<file path="src/rtl/multdiv_issue_ctrl.sv">
// multdiv_issue_ctrl: sits around the multdiv unit. Latches a decoded
// mult/div instruction, issues a one-cycle start pulse with operands held
// stable, stalls the pipeline while the unit iterates, and hands the result
// back to writeback as a one-cycle strobe. A WAIT timeout forces completion
// with an exception.
// Optional build macro MULTDIV_RSTATUS_EN: on any exception, redirect the
// writeback to rstatus (r30) with code 4 (mult) or 5 (div).
module multdiv_issue_ctrl #(
  parameter int unsigned TIMEOUT_CYCLES = 40,
  parameter int unsigned CNT_W          = 6
) (
  input  logic        clock,
  input  logic        reset,
  input  logic        issue_valid,
  input  logic        issue_is_div,
  input  logic [31:0] issue_opA,
  input  logic [31:0] issue_opB,
  input  logic [4:0]  issue_rd,
  output logic        stall,
  output logic [31:0] md_operandA,
  output logic [31:0] md_operandB,
  output logic        md_ctrl_MULT,
  output logic        md_ctrl_DIV,
  input  logic [31:0] md_result,
  input  logic        md_exception,
  input  logic        md_resultRDY,
  output logic        wb_valid,
  output logic [4:0]  wb_rd,
  output logic [31:0] wb_data,
  output logic        wb_exception
);

  localparam logic [1:0] S_IDLE  = 2'd0;
  localparam logic [1:0] S_START = 2'd1;
  localparam logic [1:0] S_WAIT  = 2'd2;
  localparam logic [1:0] S_DONE  = 2'd3;

  logic [1:0]       state_q, state_d;
  logic             is_div_q, is_div_d;
  logic [4:0]       rd_q, rd_d;
  logic [31:0]      opa_q, opa_d;
  logic [31:0]      opb_q, opb_d;
  logic             mult_q, mult_d;
  logic             div_q, div_d;
  logic [CNT_W-1:0] cnt_q, cnt_d;
  logic             wb_valid_q, wb_valid_d;
  logic [4:0]       wb_rd_q, wb_rd_d;
  logic [31:0]      wb_data_q, wb_data_d;
  logic             wb_exc_q, wb_exc_d;
  logic             timeout;

  assign timeout = (cnt_q == CNT_W'(TIMEOUT_CYCLES - 1));

  // Stall is the only combinational output: it must freeze the pipeline in
  // the same cycle the instruction is first presented.
  assign stall = (state_q == S_IDLE && issue_valid) ||
                 (state_q == S_START) || (state_q == S_WAIT);

  // Next-state and registered-output logic for the issue/wait/writeback FSM.
  always_comb begin
    state_d    = state_q;
    is_div_d   = is_div_q;
    rd_d       = rd_q;
    opa_d      = opa_q;
    opb_d      = opb_q;
    mult_d     = 1'b0;
    div_d      = 1'b0;
    cnt_d      = cnt_q;
    wb_valid_d = 1'b0;
    wb_rd_d    = wb_rd_q;
    wb_data_d  = wb_data_q;
    wb_exc_d   = wb_exc_q;
    case (state_q)
      S_IDLE: begin
        if (issue_valid) begin
          is_div_d = issue_is_div;
          rd_d     = issue_rd;
          opa_d    = issue_opA;
          opb_d    = issue_opB;
          // Pulse is registered so it lines up with the START state.
          mult_d   = ~issue_is_div;
          div_d    = issue_is_div;
          state_d  = S_START;
        end
      end
      S_START: begin
        // RDY here belongs to a previous operation and is ignored.
        cnt_d   = '0;
        state_d = S_WAIT;
      end
      S_WAIT: begin
        cnt_d = cnt_q + 1'b1;
        // RDY takes priority over a coincident timeout.
        if (md_resultRDY || timeout) begin
          wb_valid_d = 1'b1;
          wb_rd_d    = rd_q;
          wb_data_d  = md_resultRDY ? md_result : '0;
          wb_exc_d   = md_resultRDY ? md_exception : 1'b1;
`ifdef MULTDIV_RSTATUS_EN
          if (wb_exc_d) begin
            wb_rd_d   = 5'd30;
            wb_data_d = {29'd0, (is_div_q ? 3'd5 : 3'd4)};
          end
`endif
          state_d = S_DONE;
        end
      end
      S_DONE: begin
        state_d = S_IDLE;
      end
      default: begin
        state_d = S_IDLE;
      end
    endcase
  end

  // State and output registers with synchronous reset; reset aborts any
  // in-flight operation.
  always_ff @(posedge clock) begin
    if (reset) begin
      state_q    <= S_IDLE;
      is_div_q   <= 1'b0;
      rd_q       <= '0;
      opa_q      <= '0;
      opb_q      <= '0;
      mult_q     <= 1'b0;
      div_q      <= 1'b0;
      cnt_q      <= '0;
      wb_valid_q <= 1'b0;
      wb_rd_q    <= '0;
      wb_data_q  <= '0;
      wb_exc_q   <= 1'b0;
    end else begin
      state_q    <= state_d;
      is_div_q   <= is_div_d;
      rd_q       <= rd_d;
      opa_q      <= opa_d;
      opb_q      <= opb_d;
      mult_q     <= mult_d;
      div_q      <= div_d;
      cnt_q      <= cnt_d;
      wb_valid_q <= wb_valid_d;
      wb_rd_q    <= wb_rd_d;
      wb_data_q  <= wb_data_d;
      wb_exc_q   <= wb_exc_d;
    end
  end

  assign md_operandA  = opa_q;
  assign md_operandB  = opb_q;
  assign md_ctrl_MULT = mult_q;
  assign md_ctrl_DIV  = div_q;
  assign wb_valid     = wb_valid_q;
  assign wb_rd        = wb_rd_q;
  assign wb_data      = wb_data_q;
  assign wb_exception = wb_exc_q;

endmodule

</file>
<file path="config.mk">
export PLATFORM = sky130hd
export DESIGN_NAME = multdiv_issue_ctrl
export DESIGN_NICKNAME = d
export VERILOG_FILES = /design/src/rtl/multdiv_issue_ctrl.sv
export SDC_FILE = /design/constraint.sdc
export NUM_CORES = 1
export LEC_CHECK = 0
export CORE_MARGIN = 2
export CORE_UTILIZATION = 30
export CTS_BUF_LIST = sky130_fd_sc_hd__clkbuf_8
export CTS_CLUSTER_DIAMETER = 80
export DETAILED_ROUTE_END_ITERATION = 16
export PLACE_DENSITY_LB_ADDON = 0.25
export SYNTH_ARGS = -nofsm -noshare
export SYNTH_HDL_FRONTEND = slang
export SYNTH_SLANG_ARGS = --single-unit
</file>
<file path="constraint.sdc">
create_clock -name clock -period 2 [get_ports clock]
set_input_delay 0.2 -clock clock [delete_from_list [all_inputs] [get_ports clock]]
set_output_delay 0.2 -clock clock [all_outputs]
set_load 0.02 [all_outputs]
</file>
==> results.sh <==
export IMPL_outcome="finished clean"
export IMPL_cts_tree="done"
export IMPL_h_tree_depth=4
export IMPL_power_w=0.00787
export IMPL_p_per_area_nw_per_um2=1120
export IMPL_grt_pass1_vias=4000
export IMPL_grt_first_pass_wirelength_um=19700
export IMPL_r2r_end="md_operandB[23]"
export IMPL_ys_ff_latch=118
export IMPL_first_pass_iters=4
export IMPL_min_path_cells=2
export IMPL_fp_dieH_um=123
export IMPL_yosysUniqueCellTypes=30
export IMPL_startpoint="state_q[0]"
export IMPL_dp_cells=884
export IMPL_p_leak_nw=2.57
export IMPL_hpwl_um=8730
export IMPL_fin_skew_ns=0.00949
export IMPL_clock_fmax_mhz=527
export IMPL_antennaDiodeCount=0
export IMPL_core_area_um2=13900
export IMPL_path_max_fanout=3
export IMPL_required_ns=1.80
export IMPL_stdcell_area_um2=7010
export IMPL_initial_core_util_pct=30.6
export IMPL_setup_viol=0
export IMPL_wl_per_cell_um=13.8
export IMPL_globalRouteOverflowTotal=0
export IMPL_avgSynthCellArea_um2=8.15
export IMPL_syn_inst=522
export IMPL_worstSetupEndpointType="output port"
export IMPL_grt_setup_unrepaired="false"
export IMPL_dieArea_um2=15100
export IMPL_place_area_um2=6530
export IMPL_ys_seq_area_share_pct=55.5
export IMPL_slew_viol_final=0
export IMPL_portBuffers=212
export IMPL_worstHoldStart="reset"
export IMPL_relSlewSlack_pct=51.6
export IMPL_holdBufCountCts=0
export IMPL_final_nets=836
export IMPL_synth_flop_cell="dfxtp_1"
export IMPL_worstSkewPairLatency_ns=0.42
export IMPL_final_antenna_net_count=0
export IMPL_cap_violations=0
export IMPL_rr_worst_depth=6
export IMPL_dieWidth_um=123
export IMPL_grt_max_degree=70
export IMPL_track_usage_pct=16.8
export IMPL_reg2reg_from="state_q[0]"
export IMPL_layout_commonest_cell="clkdlybuf4s50_1"
export IMPL_hold_path_end="wb_rd[4]"
export IMPL_routed_wl_um=12600
export IMPL_async_flop_share_pct=0
export IMPL_io_pins=213
export IMPL_path_class="reg -> out"
export IMPL_yosys_warnings=0
export IMPL_rrSetupSlack_ns=0.25
export IMPL_numCtsBuffers=17
export IMPL_root_buffer="clkbuf_8"
export IMPL_worstPathArrival_ns=1.70
export IMPL_clock_sinks=118
export IMPL_synth_edf_count=0
export IMPL_rows=43
export IMPL_max_clock_path_buffers=2
export IMPL_worstMarginPinSlew_ns=0.726
export IMPL_hold_class="in -> reg"
export IMPL_clk_pin_slew_ns=0.07
export IMPL_place_congestion=0.744
export IMPL_fin_crit_sh_pct=94.8
export IMPL_vias_per_cell=4.57
export IMPL_num_vias=4193
export IMPL_mappedNetlistArea_um2=4250
export IMPL_dr_first_iter_drc_count=154
export IMPL_final_min_clock_period_ns=1.90
export IMPL_syn_to_final_growth_pct=64.8
export IMPL_antenna_found_initial=0
export IMPL_drive_above_1_share_pct=7.06
export IMPL_tns_ns=0
export IMPL_syn_nets=634
export IMPL_final_cell_mix="210 x clkdlybuf4s50_1, 173 x nand2_1, 116 x dfxtp_1"
export IMPL_finalNonFillerCells=917
export IMPL_hold_viol=0
export IMPL_vdd_drop_max_mv=0.538
export IMPL_whs_ns=0.199
export IMPL_cp_start_kind="flip-flop"
export IMPL_remaining_drc_errors=0
## synth_stat cells, drive strengths merged, types with 2 or more instances
| cell | number | area, µm² |
|---|---|---|
| and2 | 3 | 22.5 |
| buf | 9 | 53.8 |
| xor2 | 3 | 26.3 |
| nand4 | 2 | 12.5 |
| inv | 4 | 15.0 |
| clkbuf | 31 | 116 |
| nand2b | 2 | 12.5 |
| dfxtp | 118 | 2360 |
| or3 | 2 | 12.5 |
| nand3 | 34 | 170 |
| nor2 | 15 | 58.8 |
| mux2i | 7 | 70.1 |
| ha | 5 | 62.6 |
| nor3 | 2 | 10.0 |
| a21oi | 102 | 510 |
| nand2 | 174 | 653 |
## worst max-delay path by stage
stage                     slack [ns]  cells after the start    end
after floorplan                 0.32                      6  stall
after global placement          0.11                      4  stall
after detailed placement        0.08                      5  stall
after CTS                      0.001                      5  stall
after global routing           0.004                      5  stall
final                           0.10                      5  stall
## kinds of logic (layout without fill, tap and decap cells)
kind of cell,after synthesis,count (layout),share of synthesized area [%]
AOI/OAI and AO/OA,108,108,13.4
xor gates and xnor gates,4,4,0.824
adders and majority gates,5,5,1.47
buffers and inverters,44,259,4.35
DFF,118,118,55.5
muxes,7,7,1.65
and+or+nand+nor,236,236,22.7
## flip-flops by register name (all words and copies together), names as in the netlist
name	flops
wb_data	32
wb_rd	5
state_q	2
wb_exception	1
rd_q	5
md_operandB	32
cnt_q	6
md_ctrl_DIV	1
wb_valid	1
md_ctrl_MULT	1
md_operandA	32
## report_power, final
group	internal, W	switching, W	leakage (nW)
clock network	0.00155	0.000922	0.244
registers	0.00272	0.000191	0.963
logic	0.00113	0.00135	1.36
## stage by stage
stage / setup WS (ns) / utilization, %
detailed placement: 0.0808 / 47.1
finish: 0.104 / 50.5
global route: 0.00366 / 50.5
global placement: 0.110 / 47.1
floorplan: 0.321 / -
CTS: 0.00104 / 50.4
## layout make-up
type	instances	area, µm²
multi-input combinational	360	1710
fill	1315	6870
clock buffer	23	317
clock inverter	9	146
tap	180	225
inverter	4	15.0
sequential	118	2360
timing repair buffer	223	2230
## worst max-delay path, stage by stage (launching register included)
cell and delay [ns]:
dfxtp_2 0.34, inv_1 0.08, ha_2 0.20, and2_2 0.18, or3_1 0.33, buf_6 0.14
## timing repair
action	in CTS	in global routing
pin swaps	0	0
buffers inserted	0	1
resized for setup	5	4
endpoints found under the setup margin	1	2
## layer usage
| layer | GRT usage, % | part of all wire (%) |
|---|---|---|
| met1 | 18.9 | 41 |
| met2 | 26.8 | 47 |
| met3 | 8.12 | 9.8 |
| met4 | 7.95 | 1.8 |
| met5 | 0 | 0 |
(Power assumes the default switching activity.)
